**src/rtl/inst_prefetch_queue_pkg.sv**
```systemverilog
// Fetch-path types and constants shared by the prefetch queue and the execute-side redirect source.
package inst_prefetch_queue_pkg;

  localparam int ADDR_WIDTH = 16;
  localparam int DATA_WIDTH = 16;

  localparam logic [ADDR_WIDTH-1:0] RESET_PC = 16'h0000;

  // Opcodes whose execution redirects fetch
  localparam logic [2:0] BUN = 3'b100;
  localparam logic [2:0] BSA = 3'b101;
  localparam logic [2:0] ISZ = 3'b110;

  typedef struct packed {
    logic [ADDR_WIDTH-1:0] pc;
    logic [DATA_WIDTH-1:0] inst;
  } fetch_entry_t;

  function automatic logic is_redirect_op(input logic [2:0] op);
    return (op == BUN) || (op == BSA) || (op == ISZ);
  endfunction

endpackage

```
**src/rtl/inst_prefetch_queue_if.sv**
```systemverilog
// Fetch-side bundle: redirect input, SRAM address/data, and the decode valid/ready handoff.
interface inst_prefetch_queue_if
  import inst_prefetch_queue_pkg::*;
#(
  parameter int ADDR_W = ADDR_WIDTH,
  parameter int DATA_W = DATA_WIDTH,
  parameter int DEPTH  = 4
);
  localparam int CNT_W = $clog2(DEPTH) + 1;

  logic              redirect_valid;
  logic [ADDR_W-1:0] redirect_pc;
  logic [ADDR_W-1:0] addr_0;
  logic [DATA_W-1:0] inst_in;
  logic              out_valid;
  logic              out_ready;
  logic [DATA_W-1:0] out_inst;
  logic [ADDR_W-1:0] out_pc;
  logic [CNT_W-1:0]  count;

  modport slave (
    input  redirect_valid, redirect_pc, inst_in, out_ready,
    output addr_0, out_valid, out_inst, out_pc, count
  );

  modport master (
    output redirect_valid, redirect_pc, inst_in, out_ready,
    input  addr_0, out_valid, out_inst, out_pc, count
  );

endinterface

```
**src/rtl/inst_prefetch_queue_fifo.sv**
```systemverilog
// Synchronous FIFO of tagged fetch entries; flush beats push/pop and keeps the head slot stable.
module prefetch_fifo
  import inst_prefetch_queue_pkg::*;
#(
  parameter int DEPTH = 4
) (
  input  logic                   clk,
  input  logic                   reset,
  input  logic                   flush,
  input  logic                   push,
  input  fetch_entry_t           push_data,
  input  logic                   pop,
  output fetch_entry_t           head,
  output logic [$clog2(DEPTH):0] count
);
  localparam int PW = $clog2(DEPTH);

  fetch_entry_t   mem [DEPTH];
  logic [PW-1:0]  rd_ptr;
  logic [PW-1:0]  wr_ptr;

  always_ff @(posedge clk) begin
    if (reset) begin
      rd_ptr <= '0;
      wr_ptr <= '0;
      count  <= '0;
      for (int i = 0; i < DEPTH; i++) mem[i] <= '0;
    end else if (flush) begin
      // Leave rd_ptr alone so the (don't-care) head output does not glitch
      wr_ptr <= rd_ptr;
      count  <= '0;
    end else begin
      if (push) begin
        mem[wr_ptr] <= push_data;
        wr_ptr      <= wr_ptr + PW'(1);
      end
      if (pop) rd_ptr <= rd_ptr + PW'(1);
      if (push && !pop)      count <= count + (PW+1)'(1);
      else if (!push && pop) count <= count - (PW+1)'(1);
    end
  end

  assign head = mem[rd_ptr];

endmodule

```
**src/rtl/inst_prefetch_queue.sv**
```systemverilog
// Instruction prefetch queue: owns the fetch PC, drives SRAM address, buffers {pc,inst} for decode.
// Optional same-cycle head bypass from the SRAM return path: INST_PREFETCH_BYPASS_EN.
module inst_prefetch_queue
  import inst_prefetch_queue_pkg::*;
#(
  parameter int DEPTH = 4
) (
  input  logic                 clk,
  input  logic                 reset,
  inst_prefetch_queue_if.slave bus
);
  localparam int CW = $clog2(DEPTH) + 1;

  logic [ADDR_WIDTH-1:0] fpc;
  logic [ADDR_WIDTH-1:0] inflight_pc;
  logic [ADDR_WIDTH-1:0] addr_q;
  logic                  inflight;

  fetch_entry_t          head;
  fetch_entry_t          push_data;
  logic [CW-1:0]         fifo_count;
  logic                  fifo_empty;
  logic                  issue;
  logic                  push;
  logic                  pop;
  logic                  bypass_take;

  assign fifo_empty = (fifo_count == '0);

  // Credit counts the in-flight response so a capture can never overflow the FIFO
  assign issue = !bus.redirect_valid && ((fifo_count + CW'(inflight)) < CW'(DEPTH));

`ifdef INST_PREFETCH_BYPASS_EN
  logic bypass_hit;
  assign bypass_hit    = fifo_empty && inflight && !bus.redirect_valid && !reset;
  assign bypass_take   = bypass_hit && bus.out_ready;
  assign bus.out_valid = !fifo_empty || bypass_hit;
  assign bus.out_inst  = bypass_hit ? bus.inst_in : head.inst;
  assign bus.out_pc    = bypass_hit ? inflight_pc : head.pc;
`else
  assign bypass_take   = 1'b0;
  assign bus.out_valid = !fifo_empty;
  assign bus.out_inst  = head.inst;
  assign bus.out_pc    = head.pc;
`endif

  assign pop       = bus.out_valid && bus.out_ready && !fifo_empty;
  assign push      = inflight && !bus.redirect_valid && !bypass_take;
  assign push_data = '{pc: inflight_pc, inst: bus.inst_in};

  prefetch_fifo #(.DEPTH(DEPTH)) u_fifo (
    .clk       (clk),
    .reset     (reset),
    .flush     (bus.redirect_valid),
    .push      (push),
    .push_data (push_data),
    .pop       (pop),
    .head      (head),
    .count     (fifo_count)
  );

  always_ff @(posedge clk) begin
    if (reset) begin
      fpc         <= RESET_PC;
      addr_q      <= RESET_PC;
      inflight_pc <= RESET_PC;
      inflight    <= 1'b0;
    end else if (bus.redirect_valid) begin
      fpc      <= bus.redirect_pc;
      inflight <= 1'b0;
    end else if (issue) begin
      addr_q      <= fpc;
      inflight_pc <= fpc;
      inflight    <= 1'b1;
      fpc         <= fpc + ADDR_WIDTH'(1);
    end else begin
      inflight <= 1'b0;
    end
  end

  assign bus.addr_0 = addr_q;
  assign bus.count  = fifo_count;

endmodule

```
**src/flat_wrapper.sv**
```systemverilog
// flat-port wrapper written by rule: the top's interface ports become plain ports
module inst_prefetch_queue_flat import inst_prefetch_queue_pkg::*;
#(
  parameter int DEPTH = 4
)
  (clk, reset, bus_redirect_valid, bus_redirect_pc, bus_inst_in, bus_out_ready, bus_addr_0, bus_out_valid, bus_out_inst, bus_out_pc, bus_count);
  inst_prefetch_queue_if #(.DEPTH(DEPTH)) bus_i ();
  input  logic clk;
  input  logic reset;
  input wire logic [$bits(bus_i.redirect_valid)-1:0] bus_redirect_valid;
  input wire logic [$bits(bus_i.redirect_pc)-1:0] bus_redirect_pc;
  input wire logic [$bits(bus_i.inst_in)-1:0] bus_inst_in;
  input wire logic [$bits(bus_i.out_ready)-1:0] bus_out_ready;
  output wire logic [$bits(bus_i.addr_0)-1:0] bus_addr_0;
  output wire logic [$bits(bus_i.out_valid)-1:0] bus_out_valid;
  output wire logic [$bits(bus_i.out_inst)-1:0] bus_out_inst;
  output wire logic [$bits(bus_i.out_pc)-1:0] bus_out_pc;
  output wire logic [$bits(bus_i.count)-1:0] bus_count;
  assign bus_i.redirect_valid = bus_redirect_valid;
  assign bus_i.redirect_pc = bus_redirect_pc;
  assign bus_i.inst_in = bus_inst_in;
  assign bus_i.out_ready = bus_out_ready;
  assign bus_addr_0 = bus_i.addr_0;
  assign bus_out_valid = bus_i.out_valid;
  assign bus_out_inst = bus_i.out_inst;
  assign bus_out_pc = bus_i.out_pc;
  assign bus_count = bus_i.count;
  inst_prefetch_queue #(.DEPTH(DEPTH)) u_core (.clk(clk), .reset(reset), .bus(bus_i));
endmodule
```
**config.mk**
```make
export PLATFORM = sky130hd
export DESIGN_NAME = inst_prefetch_queue_flat
export DESIGN_NICKNAME = d
export VERILOG_FILES = /design/src/rtl/inst_prefetch_queue_pkg.sv /design/src/rtl/inst_prefetch_queue_if.sv /design/src/rtl/inst_prefetch_queue_fifo.sv /design/src/rtl/inst_prefetch_queue.sv /design/src/flat_wrapper.sv
export SDC_FILE = /design/constraint.sdc
export NUM_CORES = 1
export LEC_CHECK = 0
export ABC_AREA = 1
export CAP_MARGIN = 40
export CORE_UTILIZATION = 55
export CTS_CLUSTER_DIAMETER = 80
export DETAILED_ROUTE_END_ITERATION = 16
export GPL_ROUTABILITY_DRIVEN = 0
export GPL_TIMING_DRIVEN = 0
export PLACE_DENSITY = 0.82
export SYNTH_ARGS = -nofsm -noshare
export SYNTH_HDL_FRONTEND = slang
export SYNTH_SLANG_ARGS = --single-unit
```
**constraint.sdc**
```tcl
create_clock -name clk -period 5.2 [get_ports clk]
set_input_delay 1.04 -clock clk [delete_from_list [all_inputs] [get_ports clk]]
set_output_delay 1.04 -clock clk [all_outputs]
set_load 0.005 [all_outputs]
```
After elaboration in Yosys (flattened, before gate mapping)
Memories as Yosys holds them, arrays and structs flattened. A register that Yosys moved wholly into a read port is not among the register bits.
Index checks and enable logic that the tools add are counted.
Widths: inputs -> output; s select.
Word-level totals
  flip-flop bits (word level): 40
  memories: 1
  RAM bits: 128
Cells by class
  add/sub/neg operators: 6
  order comparisons: 1
  bitwise gates (word level): 1
  reduce and logical (&&, ||, !) cells: 18
  mux-type cells: 18
Memory list
  u_core.u_fifo.mem: words 4, bits a word 32, read ports 1, clocked after Yosys merged registers in 1, wr ports 4, RTL line inst_prefetch_queue_fifo.sv:18  | fetch_entry_t mem [DEPTH];
Operators with widths (count)
  $mux 16: 2
  $mux 32: 1
  $reduce_or 32->1: 1
  $add 16x1->16 const B: 1
  $mux 2: 5
  $mux 1: 8
  $logic_and 1x1->1: 6
  $mux 3: 2
  $reduce_bool 2->1: 3
  $add 2x1->2 const B: 2
  $logic_not 1->1: 4
  $reduce_and 2->1: 2
  $add 3x1->3: 1
  $add 3x1->3 const B: 1
  $logic_not 3->1: 1
  $lt 3x3->1 const B: 1
  $sub 3x1->3 const B: 1
  $reduce_or 2->1: 1
  $not 1->1: 1

Depth between registers and ports, before layout
  word-level depth: 8
  mapped depth: 11

Modules after synthesis
From an unflattened synthesis, not the netlist that was laid out.
Unflattened totals
  cell total of the unflattened synthesis: 790
  area, all modules: 7573.5 um^2
By module, submodules not included
  prefetch_fifo: times used 1, cells each 546, area each 5891.9 um^2, sequential area each 4023.9 um^2
  inst_prefetch_queue: times used 1, cells each 244, area each 1681.6 um^2, sequential area each 660.6 um^2

Worst setup path before layout
OpenSTA, ideal clock, no wires.
  kind: input-to-reg
  from: input bus_redirect_valid
  to: memory u_core.u_fifo.mem[3][0] (netlist name) (enable)
  arrival time: 3778 ps
  slack: 952 ps
  data required time: 4730 ps
  library setup time: 470 ps
  cell stages on the path: 4
  path buffers: 1
  cell sequence: buf_4 > inv_2 > nand2_2 > o31ai_1
RTL lines
  from (decl): RTL line flat_wrapper.sv:10  | input wire logic [$bits(bus_i.redirect_valid)-1:0] bus_redirect_valid;
  to (decl): RTL line inst_prefetch_queue_fifo.sv:18

==> flow_summary.yaml <==
flow_run:
  cap_violations: 0
placement:
  numPortBuffers: 87
  place_ws_ns: 1.556
  hpwl_um: 12330
timing:
  slew_headroom_pct: 41.92
  rsz0062_at_grt: "no"
  finalWorstPathRequiredPeriod_ns: 3.554
  setup_ws_ns: 1.646
  fin_crit_sh_pct: 68.35
  hold_viol: 0
  worst_slew_pin_slew_ns: 0.8682
  finClkSkew_ns: 0.008442
  max_freq_mhz: 281.4
  drv_slew: 0
  setup_viol: 0
logic_synthesis:
  ys_ff_latch: 170
  yosys_warnings: 0
  avgSynthCellArea_sq_um: 9.461
  synth_nets: 867
  yosys.cell_types.count: 32
  synth_cells: 828
  seq_area_frac_synth_pct: 59.80
  synth_area_sq_um: 7834
floorplan:
  fp.dieH_um: 121.3
  num_io_pins: 88
  core_sq_um: 13880
  initial_utilization_pct: 56.44
  num_rows: 43
  fp.dieW_um: 121.3
  dieArea_sq_um: 14720
critical_path:
  required_ns: 4.16
  cp.depth: 6
  reg2reg_to: "u_core.u_fifo.mem[0][15]"
  cp_cell_sequence: "buf_2, clkinv_1, clkbuf_1, o21ai_0, o22ai_1, clkdlybuf4s50_1"
  critPathKind: "flop to output port"
  critical-path-top-delay-family: "buffers and inverters"
  r2r_setup_slack_ns: 3.22
  worst_setup_path_start_kind: "flop"
  crit_end: "bus_out_pc[5]"
  crit_buf_inv: 4
  ff2ff_path_depth: 6
  timing.rr.start: "u_core.inflight"
  critPathMaxStageDelay_ns: 0.55
  crit_fanout: 10
  crit_slowest_cell: "clkdlybuf4s50_1"
  end_kind: "output port"
  cp.arrival_ns: 2.51
layout:
  antenna_cells: 0
  final_nets: 976
  layout-drive-gt1-share_pct: 10.32
  area_growth_pct: 22.22
power:
  powerDensity_nw_per_um2: 321.4
  p_leak_nw: 3.524
  vdd_drop_max_uv: 237.4
  finalPower_w: 0.003077
routing:
  dr_total_vias: 6112
  drtIter0Drc: 563
  wl_per_cell_um: 16.56
  route.detailed.drc: 0
  ant_nets: 0
  wirelength_um: 18710
  vias_per_cell: 5.409
  drt_pre_antenna_iters: 5
global_route:
  use_met2_pct: 45.31
  use_met1_pct: 34.09
  overflow: 0
  grt_pass1_wl_um: 29860
  busiest_layer: "met2"
  met3_usage_pct: 5.780
  grt_use_total_pct: 27.24
  grt_max_degree: 33
  antenna_found_initial: 0
  grt_pass1_vias: 6106
cts:
  htreeDepth: 4
  post_cts_buffers: 0
  cts_buffers: 17
  numClockSinks: 170
  cts_tree: "done"
  ctsLongestPathBuffers: 2
  clockRootBuffer: "clkbuf_16"
  ctsResizeCount: 0
  cts-hold-fix-buffers: 0
  clk_pin_slew_worst_paths_ns: 0.06
  insertion_delay_ns: 0.44
min_path:
  hold_path_class: "flop to flop"
status:
  status: "finished, final reports clean"
[where the power goes]
part,internal (W),leakage [nW],switching (W),total (W)
Clock,0.000671,0.264,0.000532,0.00120
Sequential,0.00152,1.67,0.0000332,0.00155
Combinational,0.000141,1.59,0.000180,0.000321
Total,0.00233,3.52,0.000745,0.00308
[worst register-to-register path: stages, from the launching register on]
cell and delay (ns):
dfxtp_1 0.45, nand2_2 0.16, nor2_4 0.12, nand3_1 0.20, buf_2 0.27, nand2_2 0.21
buf_12 0.25
[through the flow]
stage / std cells / area (sq um) / util [%] / TNS [ns] / hold slack, ns
after floorplan: 828 / 7834 / - / 0 / 0.4506
after global placement: 1095 / 8930 / 64.33 / -38.17 / 0.4828
after detailed placement: 1098 / 9014 / 64.94 / 0 / 0.5016
after CTS: 1130 / 9574 / 68.97 / 0 / 0.5146
after global routing: 1130 / 9574 / 68.97 / 0 / 0.5556
final: 1130 / 9574 / 68.97 / 0 / 0.5162
[cell usage after synthesis]
cell type	n	share of area, %
a21oi_1	18	1.2
o21ai_1	20	1.3
buf_6	4	0.57
nor2_4	32	4.6
a41oi_1	1	0.11
nand4_1	7	0.56
o21ai_0	85	5.4
buf_2	7	0.45
buf_4	2	0.19
dfxtp_1	42	11
o31ai_1	1	0.096
a211oi_1	1	0.096
xnor2_1	1	0.11
nand3_1	24	1.5
o22ai_1	33	2.6
nor3_1	3	0.19
a31oi_1	6	0.48
nand2_2	4	0.32
fa_1	1	0.26
ha_1	2	0.32
nand2_1	68	3.3
clkinv_1	1	0.048
nor2_2	1	0.080
xor2_1	3	0.34
inv_1	110	5.3
clkbuf_1	25	1.2
o31ai_2	1	0.16
edfxtp_1	128	49
inv_2	10	0.48
and2_1	1	0.080
nor2_1	184	8.8
buf_1	2	0.096
[cell families after synthesis]
logic type               share of synthesized area [%]
XOR/XNOR                                        0.4473
buffers and inverters                            8.305
adder cells (fa/ha/maj)                         0.5749
AND/OR/NAND/NOR                                  19.44
AO/OA/AOI/OAI                                    11.44
flip-flops                                       59.80
[layer usage]
metal  share of wire (%)  wire length, um
met5                   0                0
met4                 2.1              390
met3                 8.2             1543
met2                  50             9333
met1                  40             7442
[cell usage in the layout, fill, tap and decap left out, drive strengths merged, types with 2 or more instances in the layout]
cell	count
a21oi	18
nand4	7
o31ai	2
clkinvlp	4
buf	18
o22ai	33
xor2	3
inv	123
nand2	72
o21ai	105
dfxtp	42
a31oi	6
nor2	217
edfxtp	128
nor3	3
ha	2
clkbuf	43
clkdlybuf4s50	87
clkinv	7
nand3	24
[registers in the layout, summed over array words and instances, names as in the netlist, named ones only]
register and count:
u_core.u_fifo.mem 128, u_core.fpc 16, u_core.inflight_pc 16, u_core.u_fifo.count 3
u_core.u_fifo.rd_ptr 2, u_core.u_fifo.wr_ptr 2, u_core.inflight 1
[worst min path at each step]
stage,from,cells past startpoint,end
2_1_floorplan,u_core.u_fifo.rd_ptr[1],2,flop
3_5_place_dp,u_core.inflight_pc[0],2,u_core.inflight_pc[0]
3_3_place_gp,u_core.u_fifo.rd_ptr[0],2,u_core.u_fifo.rd_ptr[0]
6_report,u_core.inflight_pc[0],2,u_core.inflight_pc[0]
5_1_grt,u_core.u_fifo.rd_ptr[0],2,u_core.u_fifo.rd_ptr[0]
4_1_cts,u_core.inflight_pc[0],2,u_core.inflight_pc[0]
[final cells by class]
type,count,area [sq um]
buffer,40,196.4
clock inverter,14,121.4
tap,180,225.2
multi-input combinational,497,2520
clock buffer,18,439.2
timing repair buffer,90,933.4
inverter,121,454.2
fill,1049,4307
sequential,170,4684
Power figures use the tool's default switching activity.
